==> src/rtl/arcade_input_ctrl.sv <==
// arcade_input_ctrl
// Bridges user_io (PS/2 scancodes, two joysticks, OSD coin button) to the
// berzerk core. Key make/break events are latched per function, merged with
// both joysticks and presented as registered levels. Coin requests are turned
// into fixed-width pulses separated by a mandatory low gap, and a small
// saturating queue holds credits that arrive while a pulse is in progress.
module arcade_input_ctrl #(
    parameter int COIN_PULSE = 500000,   // coin1 high time, clock_10 cycles
    parameter int COIN_GAP   = 1000000,  // enforced low time after each pulse
    parameter int COIN_QMAX  = 3         // pending credit ceiling (fits in 2 bits)
) (
    input  logic       clock_10,
    input  logic       reset,
    input  logic       key_strobe,
    input  logic       key_pressed,
    input  logic [7:0] key_code,
    input  logic [7:0] joystick_0,
    input  logic [7:0] joystick_1,
    input  logic       coin_ext,
    output logic       m_up,
    output logic       m_down,
    output logic       m_left,
    output logic       m_right,
    output logic       m_fire1,
    output logic       m_fire2,
    output logic       m_fire3,
    output logic       m_hyperflip,
    output logic       start1,
    output logic       start2,
    output logic       coin1,
    output logic [1:0] coin_pending
);

    // Key latch indices. Bits 0..7 deliberately follow the joystick bit
    // layout so the merge is a plain bitwise OR.
    localparam int K_RIGHT  = 0;
    localparam int K_LEFT   = 1;
    localparam int K_DOWN   = 2;
    localparam int K_UP     = 3;
    localparam int K_FIRE1  = 4;
    localparam int K_FIRE2  = 5;
    localparam int K_FIRE3  = 6;
    localparam int K_HYPER  = 7;
    localparam int K_START1 = 8;
    localparam int K_START2 = 9;
    localparam int K_COIN   = 10;
    localparam int NKEYS    = 11;
    localparam int NMERGE   = 10;

    // Coin timer is sized for the longer of the two phases; loads are N-1
    // and the count stops at zero, so it never wraps.
    localparam int CNT_MAX = (COIN_PULSE > COIN_GAP) ? COIN_PULSE : COIN_GAP;
    localparam int CNT_W   = (CNT_MAX > 1) ? $clog2(CNT_MAX) : 1;
    localparam logic [CNT_W-1:0] PULSE_LOAD = CNT_W'(COIN_PULSE - 1);
    localparam logic [CNT_W-1:0] GAP_LOAD   = CNT_W'(COIN_GAP - 1);
    localparam logic [1:0]       QMAX_L     = 2'(COIN_QMAX);

    typedef enum logic [1:0] {
        ST_IDLE  = 2'd0,
        ST_PULSE = 2'd1,
        ST_GAP   = 2'd2
    } coin_state_t;

    logic [NKEYS-1:0]  key_sel;
    logic [NKEYS-1:0]  key_reg;
    logic [NKEYS-1:0]  key_next;
    logic [NMERGE-1:0] merged_reg;
    logic [NMERGE-1:0] merged_next;

    logic              creq_reg;
    logic              creq_prev_reg;
    logic              coin_req;
    logic              take_credit;
    logic [1:0]        pending_reg;
    logic [1:0]        pending_next;
    coin_state_t       state_reg;
    coin_state_t       state_next;
    logic [CNT_W-1:0]  cnt_reg;
    logic [CNT_W-1:0]  cnt_next;
    logic              coin1_reg;

    // Scancode decoder: each mapped code selects exactly one latch.
    always_comb begin
        key_sel = '0;
        case (key_code)
            8'h75:   key_sel[K_UP]     = 1'b1;
            8'h72:   key_sel[K_DOWN]   = 1'b1;
            8'h6B:   key_sel[K_LEFT]   = 1'b1;
            8'h74:   key_sel[K_RIGHT]  = 1'b1;
            8'h29:   key_sel[K_FIRE1]  = 1'b1;
            8'h11:   key_sel[K_FIRE2]  = 1'b1;
            8'h14:   key_sel[K_FIRE3]  = 1'b1;
            8'h76:   key_sel[K_COIN]   = 1'b1;
            8'h05:   key_sel[K_START1] = 1'b1;
            8'h06:   key_sel[K_START2] = 1'b1;
            8'h04:   key_sel[K_HYPER]  = 1'b1;
            default: key_sel = '0;
        endcase
    end

    // Per-key latch update and joystick merge, one slice per bit.
    genvar gi;
    generate
        for (gi = 0; gi < NKEYS; gi++) begin : g_key
            assign key_next[gi] = (key_strobe && key_sel[gi]) ? key_pressed : key_reg[gi];
        end
        for (gi = 0; gi < 8; gi++) begin : g_merge
            assign merged_next[gi] = key_reg[gi] | joystick_0[gi] | joystick_1[gi];
        end
    endgenerate

    assign merged_next[8] = key_reg[K_START1];
    assign merged_next[9] = key_reg[K_START2];

    // Key latches and merged output register.
    always_ff @(posedge clock_10) begin
        if (reset) begin
            key_reg    <= '0;
            merged_reg <= '0;
        end else begin
            key_reg    <= key_next;
            merged_reg <= merged_next;
        end
    end

    // A coin request is a rising edge of the registered key/OSD coin level.
    assign coin_req = creq_reg & ~creq_prev_reg;

    // Coin FSM next state, timer and credit consumption.
    always_comb begin
        state_next  = state_reg;
        cnt_next    = cnt_reg;
        take_credit = 1'b0;
        case (state_reg)
            ST_IDLE: begin
                if (pending_reg != 2'd0) begin
                    state_next  = ST_PULSE;
                    cnt_next    = PULSE_LOAD;
                    take_credit = 1'b1;
                end
            end
            ST_PULSE: begin
                if (cnt_reg == '0) begin
                    state_next = ST_GAP;
                    cnt_next   = GAP_LOAD;
                end else begin
                    cnt_next = cnt_reg - CNT_W'(1);
                end
            end
            ST_GAP: begin
                if (cnt_reg == '0) begin
                    state_next = ST_IDLE;
                end else begin
                    cnt_next = cnt_reg - CNT_W'(1);
                end
            end
            default: begin
                state_next = ST_IDLE;
                cnt_next   = '0;
            end
        endcase
    end

    // Pending credits: a request and a take in the same cycle cancel out.
    always_comb begin
        pending_next = pending_reg;
        case ({coin_req, take_credit})
            2'b10: begin
                if (pending_reg != QMAX_L) begin
                    pending_next = pending_reg + 2'd1;
                end
            end
            2'b01:   pending_next = pending_reg - 2'd1;
            default: pending_next = pending_reg;
        endcase
    end

    // Coin request edge detector, queue, FSM and registered coin1.
    // coin1 is registered from state_next so it is high exactly while in PULSE.
    always_ff @(posedge clock_10) begin
        if (reset) begin
            creq_reg      <= 1'b0;
            creq_prev_reg <= 1'b0;
            pending_reg   <= 2'd0;
            state_reg     <= ST_IDLE;
            cnt_reg       <= '0;
            coin1_reg     <= 1'b0;
        end else begin
            creq_reg      <= key_reg[K_COIN] | coin_ext;
            creq_prev_reg <= creq_reg;
            pending_reg   <= pending_next;
            state_reg     <= state_next;
            cnt_reg       <= cnt_next;
            coin1_reg     <= (state_next == ST_PULSE);
        end
    end

    assign m_right      = merged_reg[K_RIGHT];
    assign m_left       = merged_reg[K_LEFT];
    assign m_down       = merged_reg[K_DOWN];
    assign m_up         = merged_reg[K_UP];
    assign m_fire1      = merged_reg[K_FIRE1];
    assign m_fire2      = merged_reg[K_FIRE2];
    assign m_fire3      = merged_reg[K_FIRE3];
    assign m_hyperflip  = merged_reg[K_HYPER];
    assign start1       = merged_reg[8];
    assign start2       = merged_reg[9];
    assign coin1        = coin1_reg;
    assign coin_pending = pending_reg;

endmodule

==> config.mk <==
export PLATFORM = sky130hd
export DESIGN_NAME = arcade_input_ctrl
export DESIGN_NICKNAME = d
export VERILOG_FILES = /design/src/rtl/arcade_input_ctrl.sv
export SDC_FILE = /design/constraint.sdc
export NUM_CORES = 1
export LEC_CHECK = 0
export CORE_UTILIZATION = 55
export DETAILED_ROUTE_END_ITERATION = 8
export PLACE_DENSITY = 0.83
export SKIP_CTS_REPAIR_TIMING = 1
export SLEW_MARGIN = 20
export SYNTH_ARGS = -nofsm -noshare
export SYNTH_HDL_FRONTEND = slang
export SYNTH_SLANG_ARGS = --single-unit
==> constraint.sdc <==
create_clock -name clock_10 -period 4.95 [get_ports clock_10]
set_clock_uncertainty 0.2 [all_clocks]
set_input_delay 0.495 -clock clock_10 [delete_from_list [all_inputs] [get_ports clock_10]]
set_output_delay 0.495 -clock clock_10 [all_outputs]
set_load 0.005 [all_outputs]
==> run metrics, run 1 <==
R2R Setup Slk=2.04 ns; first-pass GRT wire length=9660 um; fmax=343 MHz; CTS HTree Levels=2; TritonCTS clock tree=built; startpoint types=flip-flop; worst hold start=key_reg[8]; global route overflow=0; arrival time of the worst setup path=2.92 ns; WHS Endpoint=key_reg[8]; Cells after Synth=290; initial antenna violation count=0; Area growth, synth to finish=21.7%; Async S/R FF share, synth=0; Synth area leader=dfxtp_1; R2R Path Start=cnt_reg[0]; Tot Pwr=1.22 mW; WL per Instance=15.8 um; Avg Vias per Cell=6.41; worst vdd ir=0.000228 V; Final ANT Viol Nets=0; synth top area cells=dfxtp_1, nor2_1, nor3_1; Slew HR=0.398; Setup crit start=cnt_reg[0]; DRC=0; cell family with the largest share of critical-path delay=simple AND/OR/NAND/NOR gates; EDFF count, synth=0; max reg flops=20; crit-path max cell delay=0.74 ns; clk_lat worst skew=0.30 ns; Yosys cell types=51; cell area after synthesis=0.00242 mm2; Vias=2398; mean area per synthesized cell=8.34 um2; R2R Path End=cnt_reg[18]; CP Class=reg2reg; pin count of the biggest net entering global routing=39; core footprint=0.00412 mm2; Fin Setup TNS=0 ns; outcome=finished, final reports clean; most common cell in the netlist=dfxtp_1; DR iter-0 viols=258; Worst-Margin Slew=0.896 ns; Slew Limit Fails=0; Nets=354; Setup violations, final=0; Yosys top cell area share=0.398; cell area power density=415 mW/mm2; drt pass-1 iters=7; CP required=4.95 ns; Post-Route WL=5920 um; worst path bufs/invs=1; clock sink count=48; FP Rows=23; clock buffer depth=2; MaxCap Viol Count=0; RSZ-0062 raised after global routing=false; Final WS setup=2.04 ns; layout cells sized above 1=0.0586; crit path max fanout=7; Clk pin slew, worst setup/hold paths=0.09 ns; Seq/Total Area, Yosys=0.398; Num CTS Buffers=5; Mapped Nets=321; number of global-route vias before repair=1984; PortBufs=41; IO Pins=42; Filler cells=355; detailed placement HPWL=4210 um; gr usage total=0.277; CP cell instances=inv_1 > ha_1 > or4b_2 > nor4_1 > and3_1 > o22ai_1 > o211a_1; die width=68.3 um; Worst R2R Path Depth=7; leak pwr=1.10 nW; Most used DFF post-synth=dfxtp_1; n_diodes=0; Synth top cells by count=dfxtp_1, nor2_1, nor3_1, a21oi_1, nand2_1; Starting Density=0.587; Period Utilization, post-route=0.589; Hold Crit Class=reg2reg; die area=0.00466 mm2; slowest cell on the critical path=or4b_2; Synth Warn #=0; post-synthesis register bit count=48; setup slack at placement=2.18 ns; endpoint class of the critical path=flip-flop; Placer Congestion=0.909; hold depth=2; Fin. Hold Viols=0; Final min period=2.91 ns; die height=68.3 um; CTS root buf=clkbuf_8
## layout make-up
| class | instances | area [um2] | area share |
|---|---|---|---|
| inverters | 6 | 22.5 | 0.00765 |
| clock inverters | 2 | 38.8 | 0.0132 |
| flip-flops and latches | 48 | 961 | 0.327 |
| clock buffers | 6 | 82.6 | 0.0281 |
| repair buffers | 42 | 418 | 0.142 |
| well taps | 50 | 62.6 | 0.0213 |
| multi-input cells | 220 | 1360 | 0.461 |
## placed cells by master (no fill, tap or decap), types with 7 or more instances in the layout
cell / count
dfxtp_1: 48
clkdlybuf4s50_1: 41
nor2_1: 40
nor3_1: 21
a21oi_1: 16
nand2_1: 13
nand3_1: 10
o21ai_0: 10
o31ai_1: 9
mux2i_1: 9
nor2b_1: 8
or3_1: 7
## stage by stage
stage / hold WS [ns] / cells / utilization / instance area (um2)
final: 0.254 / 374 / 0.715 / 2940
after global placement: 0.251 / 366 / 0.686 / 2820
after CTS: 0.258 / 374 / 0.715 / 2940
after detailed placement: 0.246 / 366 / 0.686 / 2820
after global routing: 0.293 / 374 / 0.715 / 2940
after floorplan: 0.232 / 290 / - / 2420
## power breakdown
group          switching (mW)  internal [mW]
Combinational           0.269          0.172
Sequential             0.0521          0.427
Clock                   0.136          0.165
Total                   0.457          0.765
## tightest hold or removal path: cells and delay by family (launching register included)
family | cells | cell delay [ns]
AO/OA/AOI/OAI | 1 | 0.05
AND/OR/NAND/NOR | 1 | 0.05
flip-flops | 1 | 0.32
## worst max path at each step
stage	endpoint	slack (ns)	cells past startpoint
after floorplan	cnt_reg[18]	2.55	8
after detailed placement	cnt_reg[18]	2.18	7
after global routing	cnt_reg[16]	1.95	6
after CTS	cnt_reg[18]	2.16	7
after global placement	cnt_reg[18]	2.17	7
final	cnt_reg[18]	2.04	7
## metal layers
layer  vias to the layer above  routed length, um  track usage
met1                      1094               2650        0.393
li1                       1146                  -            -
met3                        13                512       0.0467
met4                         0                108        0.109
met2                       145               2650        0.412
met5                         -                  0            0
## logic make-up (layout without fill, tap and decap cells)
kind of cell,Yosys count,after routing,synth area share
AND/OR/NAND/NOR,135,135,0.299
AO/OA/AOI/OAI,73,73,0.212
flip-flops,48,48,0.398
buffers and inverters,22,56,0.0409
multiplexers,9,9,0.0373
adder cells (fa/ha/maj),2,2,0.0104
XOR/XNOR,1,1,0.00362
Note: power is estimated with default switching activity, not from simulation.
==> run 2: changes to the inputs <==
CORE_UTILIZATION = 47   (was 55)
PLACE_DENSITY = 0.75   (was 0.83)
clock period = 2.4 ns   (was 4.95 ns; I/O delays follow)
==> run 2 against run 1 <==
Worst hold slack better by 0.014 ns. Cell count is 11% higher. Die area up 17%. Sequential share of layout area fell by 2.2 points. Highest routed layer unchanged. Combinational power grew to 2.6 times the previous value. Wire length grew 3.3%. Via count rose by 1.4%. Flip-flop and latch count unchanged. Sequential power rose by 100%. Clock-buffer cell count unchanged. Non-clock buffer count increased by 26. Largest power group is now combinational cells.
==> run metrics, run 2 (synthesis gave the netlist of run 1 again) <==
DR iter-0 viols=187 (was 258); clock buffer depth=2 (unchanged); Placer Congestion=0.912 (was 0.909); first-pass GRT wire length=9870 um (was 9660 um); Sequential cell area=961 um2 (unchanged); leak pwr=1.22 nW (was 1.10 nW); Clk pin slew, worst setup/hold paths=0.09 ns (about the same); endpoint class of the critical path=flip-flop (unchanged); CTS HTree Levels=2 (unchanged); Avg Vias per Cell=5.84 (was 6.41); number of global-route vias before repair=2248 (was 1984); gr usage total=0.236 (was 0.277); WL per Instance=14.7 um (was 15.8 um); RSZ-0062 raised after global routing=false (unchanged); initial antenna violation count=0 (unchanged); fmax=431 MHz (was 343 MHz); Final min period=2.32 ns (was 2.91 ns); Fin. Hold Viols=0 (unchanged); CP required=2.40 ns (was 4.95 ns); commonest non-fill, non-tap cell in the layout=dfxtp_1 (unchanged); Slew Limit Fails=0 (unchanged); Final ANT Viol Nets=0 (unchanged); drt pass-1 iters=4 (was 7); IO Pins=42 (unchanged); PortBufs=41 (unchanged); die height=73.7 um (was 68.3 um); DRC=0 (unchanged); global route overflow=0 (unchanged); n_diodes=0 (unchanged); most frequent cells in the layout=dfxtp_1, clkdlybuf4s50_1, nor2_1 (unchanged); outcome=finished, final reports clean (unchanged); pin count of the biggest net entering global routing=24 (was 39); CP Class=reg2reg (unchanged); max reg flops=20 (unchanged); CTS root buf=clkbuf_8 (unchanged); startpoint types=flip-flop (unchanged); layout cells sized above 1=0.140 (was 0.0586); setup slack at placement=-0.00290 ns (was 2.18 ns); crit path max fanout=6 (was 7); Final WS setup=0.0800 ns (was 2.04 ns); die width=73.7 um (was 68.3 um); clock sink count=48 (unchanged); arrival time of the worst setup path=2.32 ns (was 2.92 ns); Post-Route WL=6110 um (was 5920 um); clk_lat worst skew=0.30 ns (about the same); placed cell areas=0.00303 mm2 (was 0.00282 mm2); Hold Crit Class=reg2reg (unchanged); detailed placement HPWL=4610 um (was 4210 um); Period Utilization, post-route=0.967 (was 0.589); post-layout instance area=0.00316 mm2 (was 0.00294 mm2); Starting Density=0.499 (was 0.587); Slew HR=0.721 (was 0.398); hold slack=0.269 ns (was 0.254 ns); cell area power density=830 mW/mm2 (was 415 mW/mm2); Fin Setup TNS=0 ns (unchanged); Num CTS Buffers=5 (unchanged); Area growth, synth to finish=30.7% (was 21.7%); Vias=2431 (was 2398); multi-input gate area in the final layout=0.00139 mm2 (was 0.00136 mm2); FP Rows=25 (was 23); Filler cells=430 (was 355); Nets=380 (was 354); MaxCap Viol Count=0 (unchanged); core footprint=0.00485 mm2 (was 0.00412 mm2); worst vdd ir=0.000718 V (was 0.000228 V); Worst-Margin Slew=0.415 ns (was 0.896 ns); die area=0.00543 mm2 (was 0.00466 mm2); Setup violations, final=0 (unchanged); TritonCTS clock tree=built (unchanged)
[run 2: final timing paths]
kind / startpoint / endpoint / slack (ns) / cells past startpoint
worst max-delay path: cnt_reg[10] / cnt_reg[19] / 0.08 / 5
worst min-delay path: key_reg[8] / merged_reg[8] / 0.27 / 1
worst max register to register: cnt_reg[10] / cnt_reg[19] / 0.08 / 5
worst min register to register: key_reg[8] / merged_reg[8] / 0.27 / 1
[run 2: area by class of cell]
type / count / share of cell area
Timing Repair Buffer: 68 / 0.194
Inverter: 6 / 0.00713
Multi-Input combinational cell: 220 / 0.439
Clock inverter: 1 / 0.00277
Sequential cell: 48 / 0.304
Clock buffer: 6 / 0.0261
Tap cell: 67 / 0.0265
[run 2: report_power, final]
group,internal (mW),leakage (nW),switching [mW]
Sequential,0.881,0.393,0.0748
Clock,0.230,0.0473,0.274
Combinational,0.527,0.778,0.635
[run 2: per-layer routing]
| layer | global-route usage | wire (um) |
|---|---|---|
| met1 | 0.302 | 2690 |
| met2 | 0.396 | 3000 |
| met3 | 0.0439 | 355 |
| met4 | 0.0855 | 73 |
| met5 | 0 | 0 |
[run 2: metrics by stage]
stage / cells / power, mW / util
global route: 416 / 2.77 / 0.652
global placement: 408 / 2.03 / 0.625
finish: 416 / 2.62 / 0.652
CTS: 415 / 2.55 / 0.644
detailed placement: 408 / 2.05 / 0.625
floorplan: 290 / 1.64 / -
[run 2: critical path, stage by stage, from the launching register on]
cell	delay, ns
dfxtp_1	0.34
or4_4	0.57
or2_1	0.26
or3_1	0.40
a22o_1	0.24
a22o_1	0.22
==> run 3: changes to the inputs <==
REMOVE_ABC_BUFFERS = 1   (was not set)
==> run 3 against run 2 <==
Via count increased by 0.33%. Flip-flop and latch count is the same. Non-clock buffer count grew 1. Clock power rose by 18%. Total power up 4.1%. Combinational power about the same. Sequential share of layout area down 0.37 points.
==> run metrics, run 3 (synthesis gave the netlist of run 1 again) <==
Final min period=2.33 ns (was 2.32 ns); Starting Density=0.499 (unchanged); clock sink count=48 (unchanged); CP cell instances=or4_4 > or4_4 > nor2_2 > o21ai_0 > a221o_1 (was or4_4 > or2_1 > or3_1 > a22o_1 > a22o_1); Period Utilization, post-route=0.970 (was 0.967); Final WS setup=0.0708 ns (was 0.0800 ns); DR iter-0 viols=143 (was 187); Placed Cells=410 (was 408); Worst-Margin Slew=0.514 ns (was 0.415 ns); Avg Vias per Cell=5.83 (was 5.84); setup slack at placement=0.0240 ns (was -0.00290 ns); max reg flops=20 (unchanged); Nets=381 (was 380); slowest cell on the critical path=or4_4 (unchanged); Post-Layout Cell Count=418 (was 416); Num CTS Buffers=5 (unchanged); drt pass-1 iters=5 (was 4); initial antenna violation count=0 (unchanged); Clk pin slew, worst setup/hold paths=0.09 ns (about the same); layout cells sized above 1=0.151 (was 0.140); Tot Pwr=2.73 mW (was 2.62 mW); Slew Limit Fails=0 (unchanged); outcome=finished, final reports clean (unchanged); Sw Share=0.367 (was 0.375); Slew HR=0.656 (was 0.721); Fin. Hold Viols=0 (unchanged); Area growth, synth to finish=32.3% (was 30.7%); Final ANT Viol Nets=0 (unchanged); Vias=2439 (was 2431); gr usage total=0.251 (was 0.236); CP required=2.41 ns (was 2.40 ns); MaxCap Viol Count=0 (unchanged); fraction of power consumed by sequential logic=0.347 (was 0.365); Fin Setup TNS=0 ns (unchanged); Int Power=1.73 mW (was 1.64 mW); commonest non-fill, non-tap cell in the layout=dfxtp_1 (unchanged); CTS root buf=clkbuf_8 (unchanged); CP Class=reg2reg (unchanged); IO Pins=42 (unchanged); startpoint types=flip-flop (unchanged); clock buffer depth=2 (unchanged); detailed placement HPWL=4690 um (was 4610 um); CTS HTree Levels=2 (unchanged); leak pwr=1.23 nW (was 1.22 nW); TritonCTS clock tree=built (unchanged); cell area power density=853 mW/mm2 (was 830 mW/mm2); PortBufs=41 (unchanged); global route overflow=0 (unchanged); Post-Route WL=6130 um (was 6110 um); FP Rows=25 (unchanged); most frequent cells in the layout=dfxtp_1, clkdlybuf4s50_1, nor2_1 (unchanged); Logic pwr share=0.435 (was 0.443); crit-path max cell delay=0.59 ns (was 0.57 ns); endpoint class of the critical path=flip-flop (unchanged); core footprint=0.00485 mm2 (unchanged); WL per Instance=14.7 um (about the same); pin count of the biggest net entering global routing=26 (was 24); Placer Congestion=0.921 (was 0.912); arrival time of the worst setup path=2.34 ns (was 2.32 ns); worst vdd ir=0.000462 V (was 0.000718 V); P_sw=1.00 mW (was 984 uW); die area=0.00543 mm2 (unchanged); RSZ-0062 raised after global routing=true (was false); CP most frequent cell=or4_4 (was a22o_1); die height=73.7 um (unchanged); n_diodes=0 (unchanged); Hold Crit Class=reg2reg (unchanged); crit path max fanout=4 (was 6); fmax=429 MHz (was 431 MHz); clk_lat worst skew=0.31 ns (was 0.30 ns); first-pass GRT wire length=10400 um (was 9870 um); number of global-route vias before repair=2243 (was 2248); DRC=0 (unchanged); Setup violations, final=0 (unchanged); die width=73.7 um (unchanged); clock power share=0.219 (was 0.192)
run 3: cell types whose count changed in the layout (fill, tap and decap cells not counted), sizes merged:
cell,change
clkinvlp,+1
bufinv,+1
clkbuf,-1
clkinv,-1
inv,+1
buf,+1
run 3: area by class of cell:
| class | instances | area [um2] |
|---|---|---|
| well taps | 67 | 83.8 |
| clock buffers | 5 | 68.8 |
| inverters | 6 | 22.5 |
| multi-input cells | 220 | 1400 |
| repair buffers | 69 | 621 |
| fillers | 412 | 1650 |
| flip-flops and latches | 48 | 961 |
| clock inverters | 3 | 46.3 |
run 3: path summary, 6_finish.rpt:
check,to,slack [ns],start,cells after the start
worst max-delay path,cnt_reg[1],0.07,cnt_reg[5],5
worst max register to register,cnt_reg[1],0.07,cnt_reg[5],5
worst min register to register,key_reg[8],0.26,key_reg[8],2
worst min-delay path,key_reg[8],0.26,key_reg[8],2
run 3: power groups by stage:
| stage | Sequential (mW) | Clock [mW] | Combinational (mW) |
|---|---|---|---|
| after global routing | 0.956 | 0.644 | 1.30 |
| after detailed placement | 0.963 | 0 | 1.12 |
| after CTS | 0.945 | 0.609 | 1.12 |
| after global placement | 0.959 | 0 | 1.10 |
| after floorplan | 0.976 | 0 | 0.621 |
| final | 0.946 | 0.597 | 1.19 |
run 3: worst max-delay path: cells and delay by family, from the launching register on:
family | cells | cell delay [ns]
simple gates | 3 | 1.30
compound gates | 2 | 0.42
flops | 1 | 0.32
run 3: stage by stage:
step	utilization	cell area, um2	hold WS [ns]
floorplan	-	2340	0.102
global placement	0.628	3050	0.239
detailed placement	0.628	3050	0.249
CTS	0.652	3160	0.263
global route	0.660	3200	0.272
finish	0.660	3200	0.260
run 3: per-layer routing:
layer,GRT usage,up-vias,share of wire
li1,-,1215,-
met1,0.334,1120,0.45
met2,0.404,93,0.47
met3,0.0480,11,0.067
met4,0.0876,0,0.015
met5,0,-,0
